`src/rtl/pick_ctrl.sv`:
```
// Keyboard-to-motion controller: samples keycode once per frame tick and issues pick-cursor dir commands.
// Optional hold-to-accelerate (FAST states, hold counter) enabled by defining PICK_CTRL_ACCEL_EN.
module pick_ctrl #(
   parameter logic [7:0]  KEY_UP       = 8'h1A,
   parameter logic [7:0]  KEY_DOWN     = 8'h16,
   parameter int unsigned ACCEL_FRAMES = 16
) (
   input  logic       Clk,
   input  logic       Reset,
   input  logic       frame_clk,
   input  logic       pickMode,
   input  logic [7:0] keycode,
   output logic [2:0] dir,
   output logic       accel
);

   if (ACCEL_FRAMES < 1 || ACCEL_FRAMES > 255) begin : g_bad_accel
      $error("pick_ctrl: ACCEL_FRAMES must be in 1..255");
   end

   // frame_clk crosses into Clk through two flops; third flop detects the rising edge
   logic fs1_q, fs2_q, fs3_q;
   logic tick;

   always_ff @(posedge Clk or posedge Reset) begin
      if (Reset) begin
         fs1_q <= 1'b0;
         fs2_q <= 1'b0;
         fs3_q <= 1'b0;
      end else begin
         fs1_q <= frame_clk;
         fs2_q <= fs1_q;
         fs3_q <= fs2_q;
      end
   end

   assign tick = fs2_q & ~fs3_q;

   logic key_up, key_dn, key_none;
   assign key_up   = pickMode && (keycode == KEY_UP);
   assign key_dn   = pickMode && (keycode == KEY_DOWN) && (keycode != KEY_UP);
   assign key_none = !(key_up || key_dn);

`ifdef PICK_CTRL_ACCEL_EN
   localparam int unsigned CNT_W     = 8;
   localparam logic [CNT_W-1:0] ACCEL_MAX = CNT_W'(ACCEL_FRAMES);

   typedef enum logic [2:0] {IDLE, SLOW_UP, FAST_UP, SLOW_DN, FAST_DN} state_t;

   state_t           state_q, state_d;
   logic [CNT_W-1:0] cnt_q, cnt_d, cnt_inc;

   always_ff @(posedge Clk or posedge Reset) begin
      if (Reset) begin
         state_q <= IDLE;
         cnt_q   <= '0;
      end else begin
         state_q <= state_d;
         cnt_q   <= cnt_d;
      end
   end

   assign cnt_inc = (cnt_q >= ACCEL_MAX) ? cnt_q : cnt_q + CNT_W'(1);

   // Next state: a reversal or entry from IDLE always restarts slow with cnt=1
   always_comb begin
      state_d = state_q;
      cnt_d   = cnt_q;
      if (tick) begin
         if (key_none) begin
            state_d = IDLE;
            cnt_d   = '0;
         end else if (key_up) begin
            case (state_q)
               SLOW_UP: begin
                  cnt_d = cnt_inc;
                  if (cnt_inc == ACCEL_MAX) state_d = FAST_UP;
               end
               FAST_UP: cnt_d = cnt_inc;
               default: begin
                  state_d = SLOW_UP;
                  cnt_d   = CNT_W'(1);
               end
            endcase
         end else begin
            case (state_q)
               SLOW_DN: begin
                  cnt_d = cnt_inc;
                  if (cnt_inc == ACCEL_MAX) state_d = FAST_DN;
               end
               FAST_DN: cnt_d = cnt_inc;
               default: begin
                  state_d = SLOW_DN;
                  cnt_d   = CNT_W'(1);
               end
            endcase
         end
      end
   end

   logic [2:0] dir_c;
   logic       accel_c;

   always_comb begin
      dir_c   = 3'd0;
      accel_c = 1'b0;
      case (state_q)
         SLOW_UP: dir_c = 3'd1;
         SLOW_DN: dir_c = 3'd2;
         FAST_DN: begin
            dir_c   = 3'd3;
            accel_c = 1'b1;
         end
         FAST_UP: begin
            dir_c   = 3'd4;
            accel_c = 1'b1;
         end
         default: dir_c = 3'd0;
      endcase
   end

   always_ff @(posedge Clk or posedge Reset) begin
      if (Reset) begin
         dir   <= 3'd0;
         accel <= 1'b0;
      end else begin
         dir   <= dir_c;
         accel <= accel_c;
      end
   end
`else
   typedef enum logic [1:0] {IDLE, SLOW_UP, SLOW_DN} state_t;

   state_t state_q, state_d;

   always_ff @(posedge Clk or posedge Reset) begin
      if (Reset) state_q <= IDLE;
      else       state_q <= state_d;
   end

   always_comb begin
      state_d = state_q;
      if (tick) begin
         if (key_none)    state_d = IDLE;
         else if (key_up) state_d = SLOW_UP;
         else             state_d = SLOW_DN;
      end
   end

   logic [2:0] dir_c;

   always_comb begin
      dir_c = 3'd0;
      case (state_q)
         SLOW_UP: dir_c = 3'd1;
         SLOW_DN: dir_c = 3'd2;
         default: dir_c = 3'd0;
      endcase
   end

   always_ff @(posedge Clk or posedge Reset) begin
      if (Reset) dir <= 3'd0;
      else       dir <= dir_c;
   end

   assign accel = 1'b0;
`endif

endmodule

```
`config.mk`:
```
export PLATFORM = sky130hd
export DESIGN_NAME = pick_ctrl
export DESIGN_NICKNAME = d
export VERILOG_FILES = /design/src/rtl/pick_ctrl.sv
export SDC_FILE = /design/constraint.sdc
export NUM_CORES = 1
export LEC_CHECK = 0
export ABC_AREA = 1
export CORE_AREA = 2 2 39 41
export CTS_CLUSTER_SIZE = 16
export DETAILED_ROUTE_END_ITERATION = 8
export DIE_AREA = 0 0 41 43
export GPL_ROUTABILITY_DRIVEN = 0
export MAX_ROUTING_LAYER = met4
export SYNTH_ARGS = -nofsm -noshare
export SYNTH_HDL_FRONTEND = slang
export SYNTH_SLANG_ARGS = --single-unit
export TNS_END_PERCENT = 5
```
`constraint.sdc`:
```
create_clock -name Clk -period 1.1 [get_ports Clk]
set_input_delay 0.165 -clock Clk [delete_from_list [all_inputs] [get_ports Clk]]
set_output_delay 0.165 -clock Clk [all_outputs]
set_load 0.03 [all_outputs]
```
==> results.py <==
metrics = {
    "outcome": {
        "status": "finished, final reports clean",
    },
    "global_routing": {
        "grt_pass1_vias": 226,
        "grt_usage_pct": 7.37,
        "antenna_found_initial": 0,
        "grt_max_degree": 8,
        "grt_pass1_wl_um": 772,
        "overflow": 0,
    },
    "finish": {
        "instances_no_fill": 69,
        "final_common_cell": "clkdlybuf4s50_1",
        "fin_nets": 66,
        "diodes": 0,
        "register_area_um2": 175,
        "area_growth_pct": 52.2,
        "drive_above_1_share_pct": 13.2,
        "fillCellCount": 155,
        "multi_input_area_um2": 86.3,
        "mostFrequentLayoutCells": "11 x clkdlybuf4s50_1, 9 x inv_1, 9 x nand2_1",
        "fin_area_um2": 467,
    },
    "placement": {
        "dp_hpwl_um": 383,
        "placed_area_um2": 440,
        "dpl.cell_count": 65,
        "port_buffers": 13,
    },
    "sta": {
        "fin_hold_ws_ns": 0.141,
        "slew_violations": 0,
        "clock_skew_ns": 0.00332,
        "rsz0062_at_grt": "no",
        "period_share_pct": 84.1,
        "period_minus_slack_ns": 0.925,
        "fmax_ghz": 1.08,
        "setup_viol": 0,
        "finalSetupTns_ns": 0,
        "hold_viol": 0,
    },
    "power_and_ir_drop": {
        "pwr-share-comb_pct": 11.9,
        "swShare_pct": 21.0,
        "p_per_area_mw_per_mm2": 1200,
        "p_leak_nw": 0.242,
        "switchingPower_w": 0.000117,
        "vdd_drop_max_mv": 0.896,
        "p_total_w": 0.000560,
        "intPower_w": 0.000442,
        "power_frac_clock_pct": 40.5,
        "seqPwrFrac_pct": 47.6,
    },
    "yosys": {
        "synth_cells": 37,
        "synth-adder-area-share_pct": 0,
        "syn-cell-area_um2": 307,
        "synthMuxAreaShare_pct": 0,
        "ys_seq_elements": 7,
        "synth_area_per_cell_um2": 8.28,
        "yosysSeqAreaShare_pct": 57.1,
        "synth_compound_area_share_pct": 0,
        "yosys.area_share.xor_xnor_pct": 0,
        "synth_top_family_by_area": "simple AND/OR/NAND/NOR gates",
        "ys_types": 9,
        "yosys.area_share.simple_pct": 25.7,
        "synth-warning-count": 0,
    },
    "detailed_routing": {
        "routed_wirelength_um": 438,
        "drtAntennaViolNets": 0,
        "dr_total_vias": 243,
        "drt_pass1_iterations": 1,
        "first_iter_violations": 0,
        "via_per_inst": 3.52,
        "wl_per_cell_um": 6.35,
        "route.detailed.drc": 0,
    },
    "clocking": {
        "clkTransAtPathRegs_ns": 0.05,
        "clockBufferDepth": 2,
        "clock-sinks": 7,
        "clkLatencyLatePin_ns": 0.25,
        "htree_levels": 1,
        "ctsHoldBuffers": 0,
        "cts_tree": "yes",
        "root_buffer": "clkbuf_4",
        "cts_post_setup_buffers_inserted": 0,
        "cts_resized": 0,
        "cts_buffers": 3,
    },
    "worst_setup_path": {
        "crit_slowest_cell": "dfrtp_1",
        "arrival_ns": 0.76,
        "path_max_fanout": 1,
        "cpLargestDelayFamily": "flip-flops",
        "worst_setup_path_end_kind": "primary output",
        "worstSetupStartpointType": "flip-flop",
        "required_ns": 0.94,
        "path_cells": "buf_4",
        "crit_buf_inv": 1,
        "crit_type": "flip-flop to primary output",
        "cpPeakStageDelay_ns": 0.35,
    },
    "floorplanning": {
        "num_rows": 14,
        "die_h_um": 43,
        "fp.dieArea_mm2": 0.00176,
        "die_w_um": 41,
        "core_area_mm2": 0.00138,
        "start_util_pct": 22.2,
        "io-pin-count": 16,
    },
    "run": {
        "drv_cap": 0,
    },
    "min_path": {
        "hold_path_class": "input port to async pin",
    },
}
metal layers:
layer  part of all wire (%)  vias to the layer above  track usage [%]
met3                    8.7                        0             9.42
met4                      0                        0                0
met5                      0                        -                -
met2                     49                        9             11.3
li1                       -                      130                -
met1                     42                      104             5.61
cells in the mapped netlist:
library cell,instances,area (um^2)
nor2_2,2,12.5
buf_4,2,15.0
dfrtp_1,7,175
or2_0,1,6.26
inv_1,9,33.8
nand2_1,9,33.8
conb_1,1,3.75
nand3b_1,1,7.51
nor2_1,5,18.8
power groups by stage:
| stage | Sequential, W | Clock (W) | Combinational (W) |
|---|---|---|---|
| after floorplan | 0.000270 | 0 | 0.0000317 |
| after global placement | 0.000270 | 0 | 0.0000672 |
| after detailed placement | 0.000271 | 0 | 0.0000680 |
| after CTS | 0.000266 | 0.000240 | 0.0000680 |
| after global routing | 0.000266 | 0.000260 | 0.0000749 |
| final | 0.000266 | 0.000227 | 0.0000667 |
final cells by class:
cell class	instances	area share [%]
Multi-Input combinational cell	20	18.5
Inverter	9	7.24
Tap cell	16	4.29
Timing Repair Buffer	13	26.8
Sequential cell	7	37.5
Clock buffer	4	5.63
state kept, by name (all words and copies together) (netlist names):
register / cells
fs1_q: 1
state_q: 2
fs3_q: 1
dir: 2
fs2_q: 1
path summary, 6_finish.rpt:
path                             startpoint                     end  slack, ns  depth (start not counted)
max in group asynchronous             Reset  state_q[0]$_DFFE_PP0P_       0.75                          2
min in group Clk            fs1_q$_DFF_PP0_         fs2_q$_DFF_PP0_       0.34                          0
max reg2reg                 fs3_q$_DFF_PP0_  state_q[1]$_DFFE_PP0P_       0.26                          5
max                        dir[0]$_DFF_PP0_                  dir[0]       0.17                          1
min reg2reg                 fs1_q$_DFF_PP0_         fs2_q$_DFF_PP0_       0.34                          0
min                                   Reset         fs3_q$_DFF_PP0_       0.14                          2
metrics by stage:
stage / util (%) / worst slack, ns
2_1_floorplan: - / 0.351
3_3_place_gp: 31.8 / -0.0196
3_5_place_dp: 31.8 / -0.0448
4_1_cts: 33.7 / 0.163
5_1_grt: 33.7 / 0.133
6_report: 33.7 / 0.175
kinds of logic (layout without fill, tap and decap cells):
| kind of cell | count (synthesis) | in the layout |
|---|---|---|
| buf+inv | 11 | 26 |
| flops | 7 | 7 |
| other cells | 1 | 2 |
| simple gates | 18 | 18 |
No activity file was read; power rests on OpenSTA's default activity.
